`src/rtl/crop_pkg.sv`:
```
// Shared widths and handshake encodings for the crop-and-buffer pixel path.
package crop_pkg;

    // Bits needed to hold any value 0..n, never less than one.
    function automatic int cnt_width(input int n);
        return (n < 1) ? 1 : $clog2(n + 1);
    endfunction

    function automatic int occ_width(input int depth);
        return $clog2(depth) + 1;
    endfunction

    typedef enum logic [1:0] {
        XFER_NONE = 2'b00,
        XFER_POP  = 2'b01,
        XFER_PUSH = 2'b10,
        XFER_BOTH = 2'b11
    } xfer_e;

endpackage

```
`src/rtl/sync_fifo.sv`:
```
// Show-ahead synchronous FIFO: dout is the oldest word whenever empty is low.
module sync_fifo
    import crop_pkg::*;
#(
    parameter int WIDTH = 12,
    parameter int DEPTH = 16
) (
    input  logic             clk,
    input  logic             reset,
    input  logic             push,
    input  logic             pop,
    input  logic [WIDTH-1:0] din,
    output logic [WIDTH-1:0] dout,
    output logic             full,
    output logic             empty
);
    localparam int PTR_W = $clog2(DEPTH);
    localparam int CNT_W = occ_width(DEPTH);
    localparam logic [CNT_W-1:0] CNT_FULL = CNT_W'(DEPTH);

    if ((DEPTH < 2) || ((DEPTH & (DEPTH - 1)) != 0)) begin : g_bad_depth
        $error("sync_fifo: DEPTH must be a power of two >= 2");
    end

    logic [WIDTH-1:0] mem_q [DEPTH];
    logic [PTR_W-1:0] wr_ptr_q, wr_ptr_d;
    logic [PTR_W-1:0] rd_ptr_q, rd_ptr_d;
    logic [CNT_W-1:0] count_q, count_d;
    logic             do_push, do_pop;
    xfer_e            xfer;

    assign full    = (count_q == CNT_FULL);
    assign empty   = (count_q == '0);
    assign do_push = push && !full;
    assign do_pop  = pop && !empty;
    assign xfer    = xfer_e'({do_push, do_pop});
    assign dout    = mem_q[rd_ptr_q];

    // NOTE: defaults come first so every path assigns every output and no latch is inferred.
    always_comb begin
        wr_ptr_d = wr_ptr_q;
        rd_ptr_d = rd_ptr_q;
        count_d  = count_q;
        case (xfer)
            XFER_PUSH: begin
                wr_ptr_d = wr_ptr_q + 1'b1;
                count_d  = count_q + 1'b1;
            end
            XFER_POP: begin
                rd_ptr_d = rd_ptr_q + 1'b1;
                count_d  = count_q - 1'b1;
            end
            XFER_BOTH: begin
                wr_ptr_d = wr_ptr_q + 1'b1;
                rd_ptr_d = rd_ptr_q + 1'b1;
            end
            default: ;
        endcase
    end

    // NOTE: sequential state uses non-blocking assignments so every register samples pre-edge values.
    always_ff @(posedge clk) begin
        if (reset) begin
            wr_ptr_q <= '0;
            rd_ptr_q <= '0;
            count_q  <= '0;
        end else begin
            wr_ptr_q <= wr_ptr_d;
            rd_ptr_q <= rd_ptr_d;
            count_q  <= count_d;
        end
    end

    // NOTE: storage is deliberately not reset; a stale word is never visible while count is zero.
    always_ff @(posedge clk) begin
        if (do_push) begin
            mem_q[wr_ptr_q] <= din;
        end
    end

endmodule

```
`src/rtl/crop_plus_fifo.sv`:
```
// Crops a fixed window out of a raster pixel stream and buffers the result in a FIFO.
module crop_plus_fifo
    import crop_pkg::*;
#(
    parameter int PIXEL_BIT_WIDTH = 12,
    parameter int IN_ROWS         = 40,
    parameter int IN_COLS         = 40,
    parameter int OUT_ROWS        = 20,
    parameter int OUT_COLS        = 20,
    parameter int Y_1             = 10,
    parameter int X_1             = 10,
    parameter int FIFO_DEPTH      = 16
) (
    input  logic                       clk,
    input  logic                       reset,
    input  logic [PIXEL_BIT_WIDTH-1:0] pixel_in,
    input  logic                       in_valid,
    output logic                       in_ready,
    output logic [PIXEL_BIT_WIDTH-1:0] pixel_out,
    output logic                       out_valid,
    input  logic                       out_ready
);
    localparam int ROW_W = cnt_width(IN_ROWS);
    localparam int COL_W = cnt_width(IN_COLS);
    localparam logic [ROW_W-1:0] ROW_LAST = ROW_W'(IN_ROWS - 1);
    localparam logic [COL_W-1:0] COL_LAST = COL_W'(IN_COLS - 1);
    localparam logic [ROW_W-1:0] ROW_LO   = ROW_W'(Y_1);
    localparam logic [COL_W-1:0] COL_LO   = COL_W'(X_1);
    localparam logic [ROW_W-1:0] ROW_SPAN = ROW_W'(OUT_ROWS);
    localparam logic [COL_W-1:0] COL_SPAN = COL_W'(OUT_COLS);

    if ((Y_1 + OUT_ROWS > IN_ROWS) || (X_1 + OUT_COLS > IN_COLS)) begin : g_bad_window
        $error("crop_plus_fifo: crop window extends past the input frame");
    end

    logic [ROW_W-1:0] row_q, row_d, row_off;
    logic [COL_W-1:0] col_q, col_d, col_off;
    logic             in_window, accept;
    logic             fifo_push, fifo_pop, fifo_full, fifo_empty;

    // Modular offset: positions left of/above the window wrap to values >= span,
    // since the counters are wide enough to hold the full frame dimension.
    assign row_off   = row_q - ROW_LO;
    assign col_off   = col_q - COL_LO;
    assign in_window = (row_off < ROW_SPAN) && (col_off < COL_SPAN);

    assign in_ready  = in_window ? !fifo_full : 1'b1;
    assign accept    = in_valid && in_ready;
    assign fifo_push = accept && in_window;
    assign out_valid = !fifo_empty;
    assign fifo_pop  = out_valid && out_ready;

    always_comb begin
        row_d = row_q;
        col_d = col_q;
        if (accept) begin
            if (col_q == COL_LAST) begin
                col_d = '0;
                row_d = (row_q == ROW_LAST) ? '0 : row_q + 1'b1;
            end else begin
                col_d = col_q + 1'b1;
            end
        end
    end

    always_ff @(posedge clk) begin
        if (reset) begin
            row_q <= '0;
            col_q <= '0;
        end else begin
            row_q <= row_d;
            col_q <= col_d;
        end
    end

    sync_fifo #(
        .WIDTH (PIXEL_BIT_WIDTH),
        .DEPTH (FIFO_DEPTH)
    ) u_fifo (
        .clk   (clk),
        .reset (reset),
        .push  (fifo_push),
        .pop   (fifo_pop),
        .din   (pixel_in),
        .dout  (pixel_out),
        .full  (fifo_full),
        .empty (fifo_empty)
    );

endmodule

```
`config.mk`:
```
export PLATFORM = sky130hd
export DESIGN_NAME = crop_plus_fifo
export DESIGN_NICKNAME = d
export VERILOG_FILES = /design/src/rtl/crop_pkg.sv /design/src/rtl/sync_fifo.sv /design/src/rtl/crop_plus_fifo.sv
export SDC_FILE = /design/constraint.sdc
export NUM_CORES = 1
export LEC_CHECK = 0
export CAP_MARGIN = 10
export CORE_UTILIZATION = 65
export DETAILED_ROUTE_END_ITERATION = 8
export GPL_TIMING_DRIVEN = 0
export HOLD_SLACK_MARGIN = 0.05
export PLACE_DENSITY_LB_ADDON = 0.1
export SETUP_SLACK_MARGIN = 0.3
export SLEW_MARGIN = 20
export SYNTH_ARGS = -nofsm -noshare
export SYNTH_HDL_FRONTEND = slang
export SYNTH_SLANG_ARGS = --single-unit
```
`constraint.sdc`:
```
create_clock -name clk -period 6.1 [get_ports clk]
set_input_delay 1.22 -clock clk [delete_from_list [all_inputs] [get_ports clk]]
set_output_delay 1.22 -clock clk [all_outputs]
set_load 0.02 [all_outputs]
```
==> results.cfg <==
[global_routing]
grt_pass1_wl_mm = 28.7
grt_usage_pct = 27.5
grt-ovfl-total = 0
grt_pass1_vias = 4917
antenna_found_initial = 0
grt_max_degree = 17

[synth]
synth_top_family_by_area = multiplexers
ys_types = 53
synthXorXnorAreaFrac_pct = 0.861
synth.avg_cell_area_um2 = 18.5
synth_edf_count = 192
synthTopCellsByArea = edfxtp_1 (63%), mux4_2 (15%), dfxtp_1 (6.3%)
synthAdderAreaFrac_pct = 2.19
async_flop_share_pct = 0
synthesis.area_um2 = 9150
muxShareOfSynthArea_pct = 16.1
yosys.area_share.simple_pct = 5.92
synth_seq_cells = 221
ys.flop_type = edfxtp_1
ys_seq_area_share_pct = 69.3
synth_compound_area_share_pct = 3.57
synth_top_area_share_pct = 63.0
yosysTopAreaCell = edfxtp_1
synthCells = 496
synthesis.nets = 528
yosysWarnings = 0

[final_layout]
final_cell_area_um2 = 10400
syn_to_final_growth_pct = 13.1
n_antenna_cell = 0
final_cell_mix = edfxtp_1 (192), mux4_2 (59), dfxtp_1 (29), clkdlybuf4s50_1 (29), clkbuf_16 (23)
drive_above_1_share_pct = 21.3
layout_commonest_cell = edfxtp_1
nets = 581

[placement]
dpl_cell_area_um2 = 9660
dp_hpwl_mm = 11.2
gp_congestion = 0.847
placement.setup.worst_slack_ns = 2.10
port_buffers = 29

[routing]
first_pass_iters = 7
drc = 0
routed_wl_mm = 18.8
post_drt_wl_per_cell_um = 25.6
dr_total_vias = 4821
drtIter0Drc = 525
ant_nets = 0
vias_per_cell = 6.55

[power]
leakagePower_nw = 3.42
power_density_nw_per_um2 = 289
ir_drop_v = 0.000206

[die]
die_x_um = 121
initial_core_util_pct = 67.8
fp.dieArea_um2 = 14600
die_y_um = 121
fp-row-count = 42
boundaryPins = 30
design.core.area_um2 = 13500

[clock_network]
cts_root_buffer = clkbuf_16
clk_latency_ns = 0.50
cts_tree = yes
cts_buffers = 22
clock_path_buffers = 3
cts.clk_slew.worst_paths_ns = 0.06
ctsHtreeMaxLevel = 1
cts_setup_buffers = 0
cts.sinks = 221
ctsResizeCount = 0
cts_hold_buf = 0

[sta]
tns_ns = 0
setup_ws_ns = 1.51
relSlewSlack_pct = 38.2
slew_violations = 0
grt_setup_unrepaired = false
post-route-period-util_pct = 75.3
min_period_ns = 4.59
worstMarginPinSlew_ns = 0.927
finClkSkew_ns = 0.0123
hold_viol_final = 0
final-setup-viol-count = 0
fmax_ghz = 0.218

[worst_setup_path]
critical_path.cell_chain = buf_2 -> buf_1 -> mux4_2 -> mux4_2 -> clkdlybuf4s50_1
cp.required_ns = 4.88
crit_arrival_ns = 3.37
critPathMaxStageDelay_ns = 0.68
critical_path.endpoint_type = output port
ff2ff_setup_slack_ns = 2.68
slowest_stage = buf_1
cp-start-kind = flop
path_class = reg2out
cp_common_cell = mux4_2
critical_path.max_fanout = 10

[outcome]
status = finished clean

[min_path]
hold_class = reg2reg

[flow_run]
drv_cap = 0
logic make-up (layout without fill, tap and decap cells):
group	count (synthesis)	count (layout)
buffers and inverters	36	100
DFF	221	221
adders and majority gates	16	16
and+or+nand+nor	99	99
muxes	71	71
AOI/OAI and AO/OA	44	44
xor gates and xnor gates	9	9
worst max-delay path: cells and delay by family, from the launching register on:
kind | cells | cell delay [ns]
buffers and inverters | 3 | 1.55
DFF | 1 | 0.36
muxes | 2 | 0.96
sequential cells by signal, summed over array words and instances (netlist names), named ones only:
signal	cells
row_q	6
u_fifo.wr_ptr_q	4
col_q	6
u_fifo.count_q	5
u_fifo.rd_ptr_q	4
u_fifo.mem_q	192
path summary, 6_finish.rpt:
path / end / start / depth (start not counted)
worst max register to register: u_fifo.count_q[4] / row_q[1] / 15
worst min-delay path: u_fifo.count_q[4] / u_fifo.count_q[4] / 2
worst max-delay path: pixel_out[2] / flop / 5
worst min register to register: u_fifo.count_q[4] / u_fifo.count_q[4] / 2
power breakdown:
| part | internal (mW) | switching [mW] |
|---|---|---|
| Sequential | 1.64 | 0.00204 |
| Clock | 0.783 | 0.523 |
| Combinational | 0.0139 | 0.0259 |
| Total | 2.44 | 0.551 |
routing by layer:
layer  track usage [%]  routed length [um]  up-vias
met1              37.1                7500     2468
met3              3.25                1020       56
met5                 0                   0        -
li1                  -                   -     2103
met4              10.4                 669        0
met2              46.7                9630      194
stage by stage:
| stage | total power [mW] | hold WS (ns) | std cells | util, % |
|---|---|---|---|---|
| global placement | 1.71 | 0.481 | 701 | 71.5 |
| global route | 3.05 | 0.530 | 736 | 76.7 |
| finish | 2.99 | 0.512 | 736 | 76.7 |
| floorplan | 1.69 | 0.467 | 496 | - |
| CTS | 3.00 | 0.512 | 736 | 76.7 |
| detailed placement | 1.72 | 0.509 | 701 | 71.5 |
cell usage after synthesis, types with 2 or more instances:
library cell,instances
nand2b_1,4
a21oi_1,10
xnor2_1,3
nand3_1,4
edfxtp_1,192
buf_1,3
xor2_1,6
nor2_1,19
a21boi_1,2
buf_2,8
a211o_1,2
mux2_1,5
inv_1,11
a21oi_2,6
or3_1,6
mux2i_1,5
ha_1,16
o21ai_0,6
o2bb2ai_1,3
clkbuf_1,8
nor3_1,5
nor4_2,2
mux4_2,59
buf_6,2
or2_2,2
buf_8,2
nor2b_1,10
dfxtp_1,29
nand4_1,7
o21a_1,2
nand2_1,17
o21bai_1,2
and3_1,17
and2_1,2
area by class of cell:
cell class / instances / area [um^2]
multi-input combinational: 239 / 2620
inverter: 12 / 45.0
clock inverter: 4 / 73.8
clock buffer: 31 / 616
fill: 722 / 3150
tap: 176 / 220
timing repair buffer: 29 / 290
buffer: 24 / 143
sequential: 221 / 6350
Note: power is estimated with default switching activity, not from simulation.
